==> config.mk <==
export PLATFORM = sky130hd
export DESIGN_NAME = seq_square_isqrt_flat
export DESIGN_NICKNAME = d
export VERILOG_FILES = /design/src/rtl/seq_square_isqrt_if.sv /design/src/rtl/seq_square_isqrt.sv /design/src/flat_wrapper.sv
export SDC_FILE = /design/constraint.sdc
export NUM_CORES = 1
export LEC_CHECK = 0
export BUFFER_PORTS_ARGS = -buffer_cell sky130_fd_sc_hd__buf_4
export CAP_MARGIN = 20
export CORE_MARGIN = 1.5
export CORE_UTILIZATION = 50
export DETAILED_ROUTE_END_ITERATION = 8
export GPL_TIMING_DRIVEN = 0
export PLACE_DENSITY_LB_ADDON = 0.3
export REMOVE_ABC_BUFFERS = 1
export SYNTH_ARGS = -nofsm -noshare
export SYNTH_HDL_FRONTEND = slang
export SYNTH_SLANG_ARGS = --single-unit
==> constraint.sdc <==
create_clock -name clk -period 3.7 [get_ports clk]
set_input_delay 0.185 -clock clk [delete_from_list [all_inputs] [get_ports clk]]
set_output_delay 0.185 -clock clk [all_outputs]
set_load 0.1 [all_outputs]
==> src/rtl/seq_square_isqrt_if.sv <==
// Handshake bundle for seq_square_isqrt.
//
// Valid/ready semantics (both channels): a transfer happens on a rising
// clock edge where valid and ready are both 1. The producer holds its
// payload stable while valid is high. Ready may be low at any time; the
// producer must not wait for ready before raising valid.
//
// Signals:
//   in_valid / in_ready : operand channel (source -> unit)
//   op                  : 0 = square, 1 = floor square root
//   in  [2W-1:0]        : operand (square mode uses in[W-1:0])
//   out_valid/out_ready : result channel (unit -> consumer)
//   out [2W-1:0]        : square, or {W'b0, root}
//   rem [W:0]           : sqrt remainder, 0 in square mode
//
// Modports:
//   slave  : the arithmetic unit
//   master : the environment (operand source + result consumer)
interface seq_square_isqrt_if #(
  parameter int W = 5
);
  logic           in_valid;
  logic           in_ready;
  logic           op;
  logic [2*W-1:0] in;
  logic           out_valid;
  logic           out_ready;
  logic [2*W-1:0] out;
  logic [W:0]     rem;

  modport slave (
    input  in_valid, op, in, out_ready,
    output in_ready, out_valid, out, rem
  );

  modport master (
    output in_valid, op, in, out_ready,
    input  in_ready, out_valid, out, rem
  );
endinterface

==> src/rtl/seq_square_isqrt.sv <==
// Multi-cycle square / floor-square-root unit.
//
// One iteration per clock: square mode is an MSB-first shift-add over the
// W operand bits, sqrt mode is a restoring root that consumes two operand
// bits per clock. Both take exactly W clocks after acceptance.
//
// Ports:
//   clk        : rising-edge clock
//   rst        : synchronous active-high reset
//   bus        : seq_square_isqrt_if.slave (operand/result handshakes)
//   dbg_state  : current FSM state (0 = IDLE, 1 = BUSY, 2 = DONE)
module seq_square_isqrt #(
  parameter  int W  = 5,
  localparam int CW = $clog2(W + 1)
) (
  input  logic                  clk,
  input  logic                  rst,
  seq_square_isqrt_if.slave     bus,
  output logic [1:0]            dbg_state
);

  localparam int RW = W + 1;

  typedef enum logic [1:0] {
    IDLE = 2'd0,
    BUSY = 2'd1,
    DONE = 2'd2
  } state_t;

  state_t state, state_n;

  // Latched operation and operand; the pins may change after acceptance.
  logic           op_q;
  logic [W-1:0]   a_q;     // square multiplicand
  logic [W-1:0]   m_q;     // square multiplier, shifted left to expose the next bit
  logic [2*W-1:0] opnd_q;  // sqrt operand, shifted left two bits per iteration
  logic [2*W-1:0] acc_q;
  logic [W+1:0]   r_q;
  logic [W-1:0]   root_q;
  logic [CW-1:0]  cnt_q;
  logic [2*W-1:0] out_q;
  logic [W:0]     rem_q;

  // Next-iteration values
  logic [2*W-1:0] acc_n;
  logic [W+1:0]   r_sh;
  logic [W+1:0]   t;
  logic [W+1:0]   r_n;
  logic [W-1:0]   root_n;
  logic           last;

  assign last = (cnt_q == CW'(1));

  // ---------------- FSM ----------------
  always_ff @(posedge clk) begin
    if (rst) state <= IDLE;
    else     state <= state_n;
  end

  always_comb begin
    state_n = state;
    case (state)
      IDLE:    if (bus.in_valid)  state_n = BUSY;
      BUSY:    if (last)          state_n = DONE;
      DONE:    if (bus.out_ready) state_n = IDLE;
      default: state_n = IDLE;
    endcase
  end

  // Handshake outputs decode straight from the state register, so a result
  // handoff and a new acceptance can never share an edge.
  assign bus.in_ready  = (state == IDLE);
  assign bus.out_valid = (state == DONE);
  assign bus.out       = out_q;
  assign bus.rem       = rem_q;
  assign dbg_state     = state;

  // ---------------- Iteration datapath ----------------
  always_comb begin
    acc_n = {acc_q[2*W-2:0], 1'b0} + (m_q[W-1] ? {{W{1'b0}}, a_q} : '0);

    // Before the shift r <= 2*root < 2^(k+1), so the shifted value always
    // fits in W+2 bits and the truncated top bits are zero.
    r_sh = (r_q << 2) | {{W{1'b0}}, opnd_q[2*W-1:2*W-2]};
    t    = {root_q, 2'b01};
    if (r_sh >= t) begin
      r_n    = r_sh - t;
      root_n = {root_q[W-2:0], 1'b1};
    end else begin
      r_n    = r_sh;
      root_n = {root_q[W-2:0], 1'b0};
    end
  end

  always_ff @(posedge clk) begin
    if (rst) begin
      op_q   <= 1'b0;
      a_q    <= '0;
      m_q    <= '0;
      opnd_q <= '0;
      acc_q  <= '0;
      r_q    <= '0;
      root_q <= '0;
      cnt_q  <= '0;
      out_q  <= '0;
      rem_q  <= '0;
    end else begin
      case (state)
        IDLE: begin
          if (bus.in_valid) begin
            op_q   <= bus.op;
            a_q    <= bus.in[W-1:0];
            m_q    <= bus.in[W-1:0];
            opnd_q <= bus.in;
            acc_q  <= '0;
            r_q    <= '0;
            root_q <= '0;
            cnt_q  <= CW'(W);
          end
        end
        BUSY: begin
          acc_q  <= acc_n;
          m_q    <= {m_q[W-2:0], 1'b0};
          opnd_q <= {opnd_q[2*W-3:0], 2'b00};
          r_q    <= r_n;
          root_q <= root_n;
          cnt_q  <= cnt_q - CW'(1);
          if (last) begin
            out_q <= op_q ? {{W{1'b0}}, root_n} : acc_n;
            // Final remainder is at most 2*root, so W+1 bits hold it.
            rem_q <= op_q ? RW'(r_n) : '0;
          end
        end
        default: ;
      endcase
    end
  end

endmodule

==> src/flat_wrapper.sv <==
// flat-port wrapper written by rule: the top's interface ports become plain ports
module seq_square_isqrt_flat 
#(
  parameter  int W  = 5,
  localparam int CW = $clog2(W + 1)
)
  (clk, rst, dbg_state, bus_in_valid, bus_op, bus_in, bus_out_ready, bus_in_ready, bus_out_valid, bus_out, bus_rem);
  seq_square_isqrt_if #(.W(W)) bus_i ();
  input  logic clk;
  input  logic rst;
  output logic [1:0] dbg_state;
  input wire logic [$bits(bus_i.in_valid)-1:0] bus_in_valid;
  input wire logic [$bits(bus_i.op)-1:0] bus_op;
  input wire logic [$bits(bus_i.in)-1:0] bus_in;
  input wire logic [$bits(bus_i.out_ready)-1:0] bus_out_ready;
  output wire logic [$bits(bus_i.in_ready)-1:0] bus_in_ready;
  output wire logic [$bits(bus_i.out_valid)-1:0] bus_out_valid;
  output wire logic [$bits(bus_i.out)-1:0] bus_out;
  output wire logic [$bits(bus_i.rem)-1:0] bus_rem;
  assign bus_i.in_valid = bus_in_valid;
  assign bus_i.op = bus_op;
  assign bus_i.in = bus_in;
  assign bus_i.out_ready = bus_out_ready;
  assign bus_in_ready = bus_i.in_ready;
  assign bus_out_valid = bus_i.out_valid;
  assign bus_out = bus_i.out;
  assign bus_rem = bus_i.rem;
  seq_square_isqrt #(.W(W)) u_core (.clk(clk), .rst(rst), .bus(bus_i), .dbg_state(dbg_state));
endmodule
# [Yosys cells after proc, flatten, opt, wreduce, memory -nomap -nowiden]
# Index checks and enable logic that the tools add are counted.
[word_totals] regBits=61 latchBits=0 mem_bits_rw=0 mem_bits_ro=0 wordCells=49 memories=0
[op_classes] addsub=3 multipliers=0 div=0 order_cmp=1 eq_ne=6 n_shift=0 muxes=21 bitwise=1 reduce_logical=6
[op_table] cell="$pmux 5 s2" n=3
[op_table] cell="$mux 10" n=2
[op_table] cell="$mux 5" n=4
[op_table] cell="$pmux 10 s2" n=1
[op_table] cell="$pmux 9 s2" n=1
[op_table] cell="$mux 6" n=2
[op_table] cell="$add 10x5->10" n=1
[op_table] cell="$mux 9" n=1
[op_table] cell="$ge 7x7->1" n=1
[op_table] cell="$or 7x2->7" n=1
[op_table] cell="$mux 2" n=3
[op_table] cell="$pmux 2 s3" n=1
[op_table] cell="$pmux 3 s2" n=1
[op_table] cell="$reduce_and 2->1" n=3
[op_table] cell="$sub 6x6->6" n=1
[op_table] cell="$ne 2x2->1 const B" n=2
[op_table] cell="$eq 3x1->1 const B" n=1
[op_table] cell="$mux 3" n=1
[op_table] cell="$reduce_and 3->1" n=1
[op_table] cell="$sub 3x1->3 const B" n=1
[op_table] cell="$eq 2x1->1 const B" n=1
[op_table] cell="$eq 2x2->1 const B" n=1
[op_table] cell="$logic_not 2->1" n=1
[op_table] cell="$ne 2x1->1 const B" n=1
[op_table] cell="2 further kinds" n=2

# [Longest topological paths before layout]
[logic_depth] depth_word=4 mapped_depth=8 ltp_nobuf=8

# [Least setup slack after synthesis]
# Ideal clock, no wire load.
[synth_timing] path_kind="register -> register" startpoint="register u_core.state[0] (netlist: u_core.dbg_state[0])" endpoint="register u_core.r_q[0]" t_arrival_ps=2951 required_time_ps=3580 slack_ps=628 path_stages_with_launch=6 n_path_buf=1 cell_sequence="dfxtp_1 -> nor2_1 -> and2_1 -> clkbuf_1 -> nor4b_1 -> a211o_2"
[synth_via] elab_chain_len=3 elab_cells_between_ends=6 cone_classes="2 x eq/ne; 1 x mux; 3 x reduce/logical"
[synth_rtl] item="start, declared" line_no="seq_square_isqrt.sv:30" text="state_t state, state_n;"
[synth_rtl] item="start signal, assigned" line_no="seq_square_isqrt.sv:57" text="else state <= state_n;"
[synth_rtl] item="$logic_not 2->1 *"
[synth_rtl] item="via bus_in_ready" line_no="flat_wrapper.sv:16" text="output wire logic [$bits(bus_i.in_ready)-1:0] bus_in_ready;"
[synth_rtl] item="$ne 2x2->1 (no line) / $reduce_bool 2->1 (equally long branches)"
[synth_rtl] item="$reduce_and 2->1 (no line)"
[synth_rtl] item="end signal, assigned" line_no="seq_square_isqrt.sv:125" text="r_q <= r_n;"
[synth_rtl] item="end, declared" line_no="seq_square_isqrt.sv:38" text="logic [W+1:0] r_q;"
# The timed path passes the listed nets; every way through them passes the cells marked *.
# A chain may end at the register's enable or synchronous reset.

# [Worst setup path in the final report]
[layout_timing] startpoint="register u_core.root_q[2]" endpoint="register u_core.r_q[1]"
[layout_via] elab_chain_len=3
[layout_rtl] item="start, declared" line_no="seq_square_isqrt.sv:39" text="logic [W-1:0] root_q;"
[layout_rtl] item="start signal, assigned" line_no="seq_square_isqrt.sv:126" text="root_q <= root_n;"
[layout_rtl] item="$ge 7x7->1" line_no="seq_square_isqrt.sv:86" text="if (r_sh >= t) begin"
[layout_rtl] item="$mux 6" line_no="seq_square_isqrt.sv:86"
[layout_rtl] item="$pmux 5 s2" line_no="seq_square_isqrt.sv:108" text="case (state)"
# Every way passes these cells.

==> impl_metrics.env <==
export IMPL_hp_class="primary input to register"
export IMPL_max_freq_mhz=433
export IMPL_finalHoldViolations=0
export IMPL_routed_wl_microns=5670
export IMPL_grt_overflow=0
export IMPL_grt_pass1_wl_microns=9920
export IMPL_via_count=2299
export IMPL_clk_latency_ns=0.33
export IMPL_pin_count=35
export IMPL_wire_per_inst_microns=13.3
export IMPL_cap_violations=0
export IMPL_worstPathRequired_ns=3.97
export IMPL_grt_antenna_before_repair=0
export IMPL_start_util_pct=52.9
export IMPL_place_inst=414
export IMPL_cts_resized=0
export IMPL_synth_area_per_cell_sq_um=8.45
export IMPL_cts_sinks=60
export IMPL_nets=384
export IMPL_crit_path_max_fanout=10
export IMPL_layout_drive_gt1_share_pct=15.9
export IMPL_end_kind="register"
export IMPL_cp_start_kind="register"
export IMPL_gp_congestion=0.811
export IMPL_max_slew_margin_pct=55.4
export IMPL_leakage_nw=1.29
export IMPL_arrival_ns=2.58
export IMPL_synthArstFlopShare_pct=0
export IMPL_synth_seq_cells=60
export IMPL_tns_ns=0
export IMPL_finalCriticalPeriod_ns=2.31
export IMPL_ir_drop_mv=0.246
export IMPL_grt_max_degree=52
export IMPL_rsz0062_at_grt="no"
export IMPL_dieArea_sq_um=5960
export IMPL_finalSetupViolCount=0
export IMPL_die_w_microns=77.2
export IMPL_root_buffer="clkbuf_8"
export IMPL_cts_setup_buffers=0
export IMPL_ys_types=43
export IMPL_core_area_sq_um=5200
export IMPL_power_density_nw_per_um2=522
export IMPL_power_w=0.00167
export IMPL_clk_pin_slew_ns=0.07
export IMPL_grt_pass1_vias=2177
export IMPL_fin_hold_ws_ns=0.106
export IMPL_yosys_most_used_dff="dfxtp_1"
export IMPL_grt_usage_pct=20.9
export IMPL_portBuffers=34
export IMPL_cts_buffers=9
export IMPL_avgViaCountPerCell=5.37
export IMPL_synth_edf_count=0
export IMPL_outcome="complete, no violations"
export IMPL_drt_pass1_iter_count=4
export IMPL_area_growth_pct=16.0
export IMPL_drt_first_iter_violations=118
export IMPL_critPathKind="register to register"
export IMPL_fp_row_count=26
export IMPL_drv_slew=0
export IMPL_ys_seq_area_share_pct=43.6
export IMPL_layout_cells_non_filler=428
export IMPL_antenna_cells=0
export IMPL_place_hpwl_microns=3990
export IMPL_skew_ns=0.00590
export IMPL_synthesis_area_sq_um=2760
export IMPL_cts_tree="done"
export IMPL_postRouteAntennaNets=0
export IMPL_min_period_over_period_pct=62.5
export IMPL_drc_errors=0
export IMPL_worst_pin_slew_ns=0.667
export IMPL_htreeDepth=3
export IMPL_clock_path_buffers=2
export IMPL_yosysWarnings=0
export IMPL_syn_inst=326
export IMPL_dieHeight_microns=77.2
export IMPL_cts_hold_buf=0
==> path summary, 6_finish.rpt <==
kind | start | end | slack [ns] | cells past startpoint
worst max-delay path | u_core.root_q[2]$_SDFFE_PP0P_ | u_core.r_q[1]$_SDFFE_PP0P_ | 1.39 | 7
worst min-delay path | bus_out_ready | u_core.dbg_state[1]$_SDFFE_PP0P_ | 0.11 | 3
worst max register to register | u_core.root_q[2]$_SDFFE_PP0P_ | u_core.r_q[1]$_SDFFE_PP0P_ | 1.39 | 7
worst min register to register | u_core.bus.rem[4]$_SDFFE_PP0P_ | u_core.bus.rem[4]$_SDFFE_PP0P_ | 0.45 | 2
==> metal layers <==
layer / vias up / global-route usage, % / share of wire (%)
li1: 1190 / - / -
met1: 1044 / 26.8 / 48
met2: 54 / 32.7 / 46
met3: 11 / 5.71 / 4.7
met4: 0 / 9.45 / 1.9
met5: - / 0 / 0
==> critical path: stages (launching register included) <==
cell and delay [ns]:
dfxtp_1 0.37, inv_1 0.07, ha_1 0.35, a211oi_1 0.30, nor2_1 0.07, or3_1 0.57
mux2_4 0.40, o21ai_2 0.11
==> synthesized netlist by cell type, types with 6 or more instances <==
| library cell | count | area, sq um |
|---|---|---|
| nand2_1 | 49 | 184 |
| o21ai_0 | 18 | 90.1 |
| ha_1 | 13 | 163 |
| a21oi_1 | 27 | 135 |
| xnor2_1 | 8 | 70.1 |
| mux2i_1 | 6 | 60.1 |
| a311oi_1 | 6 | 52.6 |
| clkbuf_1 | 12 | 45.0 |
| nor2_1 | 39 | 146 |
| dfxtp_1 | 60 | 1200 |
| a22oi_1 | 13 | 97.6 |
| inv_1 | 11 | 41.3 |
==> placed cells by master (no fill, tap or decap), drive strengths merged, types with 2 or more instances in the layout <==
cell type,n
nor4,2
ha,13
a21o,2
o221ai,2
o21ai,20
xnor2,8
xor2,3
mux2i,6
buf,35
nor3,5
clkinv,3
a211oi,5
or3,4
clkbuf,11
nand2,49
a21oi,27
dfxtp,60
nor2b,2
a311oi,6
a22o,3
nor2,39
nand2b,5
a211o,2
a22oi,13
and2,5
or2,2
inv,11
nand3,4
==> flip-flops by register name, indices dropped and copies added, names as in the netlist <==
name / cells
u_core.bus.out: 10
u_core.acc_q: 9
u_core.opnd_q: 10
u_core.cnt_q: 3
u_core.bus.rem: 6
u_core.root_q: 5
u_core.a_q: 5
u_core.r_q: 5
u_core.dbg_state: 2
u_core.m_q: 4
u_core.op_q: 1
==> report_power, final <==
group	switching [W]	total (W)	internal [W]
Clock	0.000237	0.000487	0.000250
Combinational	0.000274	0.000458	0.000184
Sequential	0.0000347	0.000724	0.000689
Total	0.000545	0.00167	0.00112
==> cell type report <==
| type | instances | area, sq um |
|---|---|---|
| clock buffer | 11 | 141 |
| clock inverter | 3 | 15.0 |
| fill | 494 | 2010 |
| inverter | 11 | 41.3 |
| multi-input combinational | 238 | 1440 |
| sequential | 60 | 1200 |
| tap | 70 | 87.6 |
| timing repair buffer | 35 | 270 |
==> stage by stage <==
step | worst slack (ns) | cell area [sq um] | util (%)
final | 1.39 | 3200 | 61.4
after global routing | 1.24 | 3200 | 61.4
after detailed placement | 1.41 | 3040 | 58.4
after global placement | 0.659 | 3020 | 58.1
after CTS | 1.39 | 3200 | 61.4
after floorplan | 0.686 | 2680 | -
==> cells by family after synthesis <==
kind of cell | synth area share [%]
simple gates | 19.2
compound gates | 20.1
flops | 43.6
buf+inv | 4.22
fa+ha+maj | 6.63
xor+xnor | 3.50
mux | 2.72
Note: power is estimated with default switching activity, not from simulation.
